<file path="src/rtl/decode_stage.sv">
// ---------------------------------------------------------------------------
// decode_stage
//   RV32I-subset decode stage sitting directly after fetch. It decodes the
//   control word for InstrD, sign-extends the immediate, reads the register
//   file (x1..x31, written back from the W stage) and registers everything
//   into the D->E pipeline register. FlushE loads a bubble. Reset is
//   synchronous and active-low.
//
// Ports
//   clk, reset                       clock, synchronous active-low reset
//   InstrD, PCD, PCPlus4D            instruction and PCs from fetch register
//   FlushE                           load a bubble into the E register
//   RegWriteW, RdW, ResultW          register-file writeback port
//   Rs1D, Rs2D                       raw source fields (for hazard unit)
//   RegWriteE .. IllegalE            registered control
//   ResultSrcE (00 ALU,01 mem,10 PC+4), ALUControlE (000 add,001 sub,
//   010 and,011 or,101 slt)
//   RD1E, RD2E, ImmExtE, PCE, PCPlus4E, Rs1E, Rs2E, RdE   registered data
//
// Configuration macro
//   REGFILE_BYPASS_EN : same-cycle writeback is forwarded to the read ports.
// ---------------------------------------------------------------------------
module decode_stage #(
  parameter int XLEN = 32,
  parameter int NREG = 32
) (
  input  logic            clk,
  input  logic            reset,
  input  logic [31:0]     InstrD,
  input  logic [XLEN-1:0] PCD,
  input  logic [XLEN-1:0] PCPlus4D,
  input  logic            FlushE,
  input  logic            RegWriteW,
  input  logic [4:0]      RdW,
  input  logic [XLEN-1:0] ResultW,
  output logic [4:0]      Rs1D,
  output logic [4:0]      Rs2D,
  output logic            RegWriteE,
  output logic            MemWriteE,
  output logic            JumpE,
  output logic            BranchE,
  output logic            ALUSrcE,
  output logic            IllegalE,
  output logic [1:0]      ResultSrcE,
  output logic [2:0]      ALUControlE,
  output logic [XLEN-1:0] RD1E,
  output logic [XLEN-1:0] RD2E,
  output logic [XLEN-1:0] ImmExtE,
  output logic [XLEN-1:0] PCE,
  output logic [XLEN-1:0] PCPlus4E,
  output logic [4:0]      Rs1E,
  output logic [4:0]      Rs2E,
  output logic [4:0]      RdE
);

  localparam logic [6:0] OP_LW   = 7'b0000011;
  localparam logic [6:0] OP_SW   = 7'b0100011;
  localparam logic [6:0] OP_R    = 7'b0110011;
  localparam logic [6:0] OP_IALU = 7'b0010011;
  localparam logic [6:0] OP_BEQ  = 7'b1100011;
  localparam logic [6:0] OP_JAL  = 7'b1101111;

  logic [6:0] opcode;
  logic [2:0] funct3;
  logic [4:0] rd;

  assign opcode = InstrD[6:0];
  assign funct3 = InstrD[14:12];
  assign rd     = InstrD[11:7];
  assign Rs1D   = InstrD[19:15];
  assign Rs2D   = InstrD[24:20];

  // ---------------- register file (x0 not stored) ----------------
  logic [XLEN-1:0] rf [1:NREG-1];
  logic [XLEN-1:0] rd1;
  logic [XLEN-1:0] rd2;

  always_ff @(posedge clk) begin
    for (int i = 1; i < NREG; i++) begin
      if (!reset) begin
        rf[i] <= '0;
      end else if (RegWriteW && (RdW == 5'(i))) begin
        rf[i] <= ResultW;
      end
    end
  end

  always_comb begin
    rd1 = '0;
    rd2 = '0;
    if (Rs1D != 5'd0) rd1 = rf[Rs1D];
    if (Rs2D != 5'd0) rd2 = rf[Rs2D];
`ifdef REGFILE_BYPASS_EN
    // Write-through: a write landing this edge is visible to this read.
    if (RegWriteW && (RdW != 5'd0) && (RdW == Rs1D)) rd1 = ResultW;
    if (RegWriteW && (RdW != 5'd0) && (RdW == Rs2D)) rd2 = ResultW;
`endif
  end

  // ---------------- control decode ----------------
  logic       reg_write;
  logic       mem_write;
  logic       jump;
  logic       branch;
  logic       alu_src;
  logic       illegal;
  logic [1:0] result_src;
  logic [2:0] alu_control;
  logic [XLEN-1:0] imm_ext;
  logic [2:0] alu_op_f3;
  logic       is_r;

  assign is_r = (opcode == OP_R);

  // ALU op from funct3; sub only for R-type with funct7[5] set (addi with
  // imm bit 10 set must still add).
  always_comb begin
    case (funct3)
      3'b000:  alu_op_f3 = (is_r && InstrD[30]) ? 3'b001 : 3'b000;
      3'b010:  alu_op_f3 = 3'b101;
      3'b110:  alu_op_f3 = 3'b011;
      3'b111:  alu_op_f3 = 3'b010;
      default: alu_op_f3 = 3'b000;
    endcase
  end

  always_comb begin
    reg_write   = 1'b0;
    mem_write   = 1'b0;
    jump        = 1'b0;
    branch      = 1'b0;
    alu_src     = 1'b0;
    illegal     = 1'b0;
    result_src  = 2'b00;
    alu_control = 3'b000;
    imm_ext     = '0;
    case (opcode)
      OP_LW: begin
        reg_write  = 1'b1;
        alu_src    = 1'b1;
        result_src = 2'b01;
        imm_ext    = {{20{InstrD[31]}}, InstrD[31:20]};
      end
      OP_SW: begin
        mem_write = 1'b1;
        alu_src   = 1'b1;
        imm_ext   = {{20{InstrD[31]}}, InstrD[31:25], InstrD[11:7]};
      end
      OP_R: begin
        reg_write   = 1'b1;
        alu_control = alu_op_f3;
      end
      OP_IALU: begin
        reg_write   = 1'b1;
        alu_src     = 1'b1;
        alu_control = alu_op_f3;
        imm_ext     = {{20{InstrD[31]}}, InstrD[31:20]};
      end
      OP_BEQ: begin
        branch      = 1'b1;
        alu_control = 3'b001;
        imm_ext     = {{19{InstrD[31]}}, InstrD[31], InstrD[7],
                       InstrD[30:25], InstrD[11:8], 1'b0};
      end
      OP_JAL: begin
        reg_write  = 1'b1;
        jump       = 1'b1;
        result_src = 2'b10;
        imm_ext    = {{11{InstrD[31]}}, InstrD[31], InstrD[19:12],
                      InstrD[20], InstrD[30:21], 1'b0};
      end
      default: illegal = 1'b1;
    endcase
  end

  // ---------------- D->E pipeline register ----------------
  always_ff @(posedge clk) begin
    if (!reset || FlushE) begin
      RegWriteE   <= 1'b0;
      MemWriteE   <= 1'b0;
      JumpE       <= 1'b0;
      BranchE     <= 1'b0;
      ALUSrcE     <= 1'b0;
      IllegalE    <= 1'b0;
      ResultSrcE  <= 2'b00;
      ALUControlE <= 3'b000;
      RD1E        <= '0;
      RD2E        <= '0;
      ImmExtE     <= '0;
      PCE         <= '0;
      PCPlus4E    <= '0;
      Rs1E        <= '0;
      Rs2E        <= '0;
      RdE         <= '0;
    end else begin
      RegWriteE   <= reg_write;
      MemWriteE   <= mem_write;
      JumpE       <= jump;
      BranchE     <= branch;
      ALUSrcE     <= alu_src;
      IllegalE    <= illegal;
      ResultSrcE  <= result_src;
      ALUControlE <= alu_control;
      RD1E        <= rd1;
      RD2E        <= rd2;
      ImmExtE     <= imm_ext;
      PCE         <= PCD;
      PCPlus4E    <= PCPlus4D;
      Rs1E        <= Rs1D;
      Rs2E        <= Rs2D;
      RdE         <= rd;
    end
  end

endmodule

</file>
<file path="config.mk">
export PLATFORM = sky130hd
export DESIGN_NAME = decode_stage
export DESIGN_NICKNAME = d
export VERILOG_FILES = /design/src/rtl/decode_stage.sv
export SDC_FILE = /design/constraint.sdc
export NUM_CORES = 2
export LEC_CHECK = 0
export BUFFER_PORTS_ARGS = -buffer_cell sky130_fd_sc_hd__buf_2
export CAP_MARGIN = 20
export CORE_ASPECT_RATIO = 1.75
export CORE_MARGIN = 2
export CORE_UTILIZATION = 45
export DETAILED_ROUTE_END_ITERATION = 12
export GPL_ROUTABILITY_DRIVEN = 0
export SLEW_MARGIN = 20
export SYNTH_ARGS = -nofsm -noshare
export SYNTH_HDL_FRONTEND = slang
export SYNTH_SLANG_ARGS = --single-unit
</file>
<file path="constraint.sdc">
create_clock -name clk -period 5.1 [get_ports clk]
set_clock_uncertainty 0.05 [all_clocks]
set_input_delay 0.255 -clock clk [delete_from_list [all_inputs] [get_ports clk]]
set_output_delay 0.255 -clock clk [all_outputs]
set_load 0.02 [all_outputs]
</file>
==> impl_metrics.yaml <==
worst_setup_path:
  r2r_slack_ns: 3.08
  critPathRequiredTime_ns: 5.71
  arrival_ns: 3.51
  critPathMaxStageDelay_ns: 0.96
  path_max_fanout: 17
  timing.rr.end: "RD2E[24]"
  slowest_stage: "nor2_4"
  worstSetupPathType: "input pin to flop"
  cp-end-kind: "flop"
  reg2regPathDepth: 4
  regToRegStartpoint: "rf[22][24]"
  path_cells: "dlygate4sd3_1 > buf_2 > nand2_1 > nor2_4 > buf_4 > a22o_1 > a21oi_1 > a31oi_1"
  startpoint_type: "input pin"
cells_and_area:
  syn2layout_area_growth_pct: 13.9
  n_fill_cell: 10800
  fin_util_pct: 51.5
  nNetsFinal: 4634
  drive_gt1_share_pct: 23.5
  instances_no_fill: 6291
synthesis:
  syn_nets: 4424
  synth_compound_area_share_pct: 5.93
  synth.yosys.seq_area_share_pct: 57.0
  post_synth_num_cell_types: 49
  async_reset_ff_share_pct: 0
  synth-xor-area-share_pct: 0
  synth_flop_cell: "edfxtp_1"
  yosysWarnings: 0
  synthCells: 4287
  synth-simple-area-share_pct: 14.7
  synth_edf_count: 992
  synth_fa_ha_area_share_pct: 0
  ys_seq_elements: 1167
  synth.area.mux_share_pct: 18.6
  synth_top_family_by_area: "multiplexers"
  syn_area_um2: 58400
  syn_area_per_cell_um2: 13.6
sta:
  fmax_mhz: 344
  slew_viol_final: 0
  slew_headroom_pct: 18.6
  final_hold_viol_count: 0
  finalSetupViolations: 0
  fin_crit_sh_pct: 57.0
  min_period_ns: 2.91
  worst_slew_pin_slew_ns: 1.22
  rsz0062_at_grt: "no"
  tns_ns: 0
die:
  coreArea_um2: 129000
  dieHeight_um: 481
  die_area_um2: 133000
  dieWidth_um: 276
  start_util_pct: 45.2
  io_pins: 333
  fp-row-count: 175
clocking:
  postCtsSetupBuffers: 0
  clock_path_buffers: 3
  clk_latency_ns: 0.76
  path_clk_slew_ns: 0.07
  cts_tree: "done"
  numCtsBuffers: 110
  cts-htree-levels: 3
  cts-root-buf: "clkbuf_16"
  cts_num_sinks: 1167
pwr:
  p_per_area_nw_per_um2: 334
  p_leak_uw: 0.0242
  irDropWorstVdd_mv: 0.303
route:
  drc_errors: 0
  wl_per_cell_um: 34.2
  num_vias: 39700
  drtIter0Drc: 4402
  vias_per_cell: 6.30
  postRouteAntennaNets: 0
  wl_um: 215000
  firstDrtPassIters: 6
global_routing:
  grt_usage_pct: 32.1
  grt_overflow_total: 0
  grt_pass1_vias: 40000
  grt_max_degree: 88
  antenna_found_initial: 32
  grt_pass1_wl_um: 298000
placement:
  io_buffers: 332
  dp_hpwl_um: 129000
  placedCellCount: 5971
run_status:
  outcome: "completed"
hold_path:
  hold_path_startpoint: "ResultW[13]"
  hold_depth: 2
  min_to: "rf[28][13]"
  hp-class: "input pin to flop"
flow_run:
  maxCapViolations: 0
where the power goes:
part | switching (uW) | internal (uW) | leakage [uW] | total, uW
combinational | 1580 | 986 | 0.0115 | 2570
clock | 3860 | 4710 | 0.00184 | 8570
sequential | 267 | 10900 | 0.0109 | 11100
cell usage after synthesis, drive strengths merged, types with 8 or more instances:
cell | n | area share, %
buf | 164 | 1.9
a211oi | 100 | 1.3
edfxtp | 992 | 51
and3 | 8 | 0.086
nor2 | 114 | 0.73
mux4 | 323 | 13
mux2i | 309 | 5.3
clkbuf | 296 | 1.9
o21ai | 72 | 0.62
o211ai | 32 | 0.41
a22oi | 62 | 0.80
a31oi | 53 | 0.57
nand2 | 93 | 0.60
a22o | 26 | 0.39
nand3 | 9 | 0.077
mux2 | 43 | 0.83
nand4 | 34 | 0.36
dfxtp | 175 | 6.0
nand2b | 14 | 0.15
and2 | 1107 | 12
nor3 | 12 | 0.10
a21oi | 140 | 1.2
a221oi | 27 | 0.40
nor2b | 49 | 0.52
cell usage in the layout, fill, tap and decap left out, types with 62 or more instances in the layout:
| cell | instances |
|---|---|
| clkbuf_16 | 118 |
| buf_4 | 120 |
| dfxtp_1 | 175 |
| nand2_1 | 93 |
| dlygate4sd3_1 | 94 |
| and2_1 | 1103 |
| buf_2 | 324 |
| a211oi_1 | 99 |
| edfxtp_1 | 992 |
| mux4_2 | 314 |
| a22oi_1 | 62 |
| mux2i_1 | 309 |
| nor2_1 | 79 |
| a21oi_1 | 140 |
per-layer routing:
| metal | up-vias | part of all wire (%) | track usage (%) |
|---|---|---|---|
| li1 | 16400 | - | - |
| met1 | 20100 | 34 | 37.2 |
| met2 | 2447 | 50 | 55.3 |
| met3 | 701 | 9.2 | 6.02 |
| met4 | 16 | 6.6 | 19.4 |
| met5 | - | 0.044 | 0 |
flip-flops by register name (all words and copies together) (netlist names), 2 cells and up:
register	count
ALUControlE	3
ImmExtE	21
PCE	32
PCPlus4E	32
RD1E	32
RD2E	32
RdE	5
ResultSrcE	2
Rs1E	5
Rs2E	5
rf	992
worst max-delay path by stage:
stage          depth (start not counted)       start        end
5_1_grt                                8  InstrD[24]   RD2E[10]
6_report                               8  InstrD[24]   RD2E[10]
2_1_floorplan                          4      RdW[3]  rf[23][0]
3_5_place_dp                           7       reset   RD1E[24]
3_3_place_gp                           7  InstrD[22]   RD2E[10]
4_1_cts                                8  InstrD[24]   RD2E[10]
logic make-up after synthesis:
logic type             Yosys count
buffers and inverters          463
flip-flops                    1167
AO/OA/AOI/OAI                  528
AND/OR/NAND/NOR               1454
multiplexers                   675
layout make-up:
type                    instances  area (um^2)  area share, %
repair buffers                558         3850           5.78
clock buffers                 153         3230           4.86
flip-flops and latches       1167        33300           50.0
inverters                       3         11.3         0.0169
well taps                    1681         2100           3.16
diodes                         17         42.5         0.0639
multi-input cells            2657        23600           35.4
clock inverters                55          464          0.697
worst max-delay path: cells and delay by family:
kind	cells	cell delay [ns]
simple gates	2	1.41
buf+inv	3	1.29
compound gates	3	0.53
metrics by stage:
step	hold slack [ns]	power, uW	worst slack (ns)	area [um^2]
final	0.0506	22300	2.19	66600
after global placement	0.405	13800	1.80	61800
after floorplan	0.282	12800	1.46	58400
after CTS	0.00997	22300	2.30	66500
after detailed placement	0.408	13800	1.80	61900
after global routing	0.0499	22800	2.25	66600
repair_timing:
action                                  in CTS  in global routing
hold buffers                                94                  0
endpoints found under the setup margin       0                  0
resized for setup                            0                  0
hold endpoints to repair                    99                  0
Power figures use the tool's default switching activity.
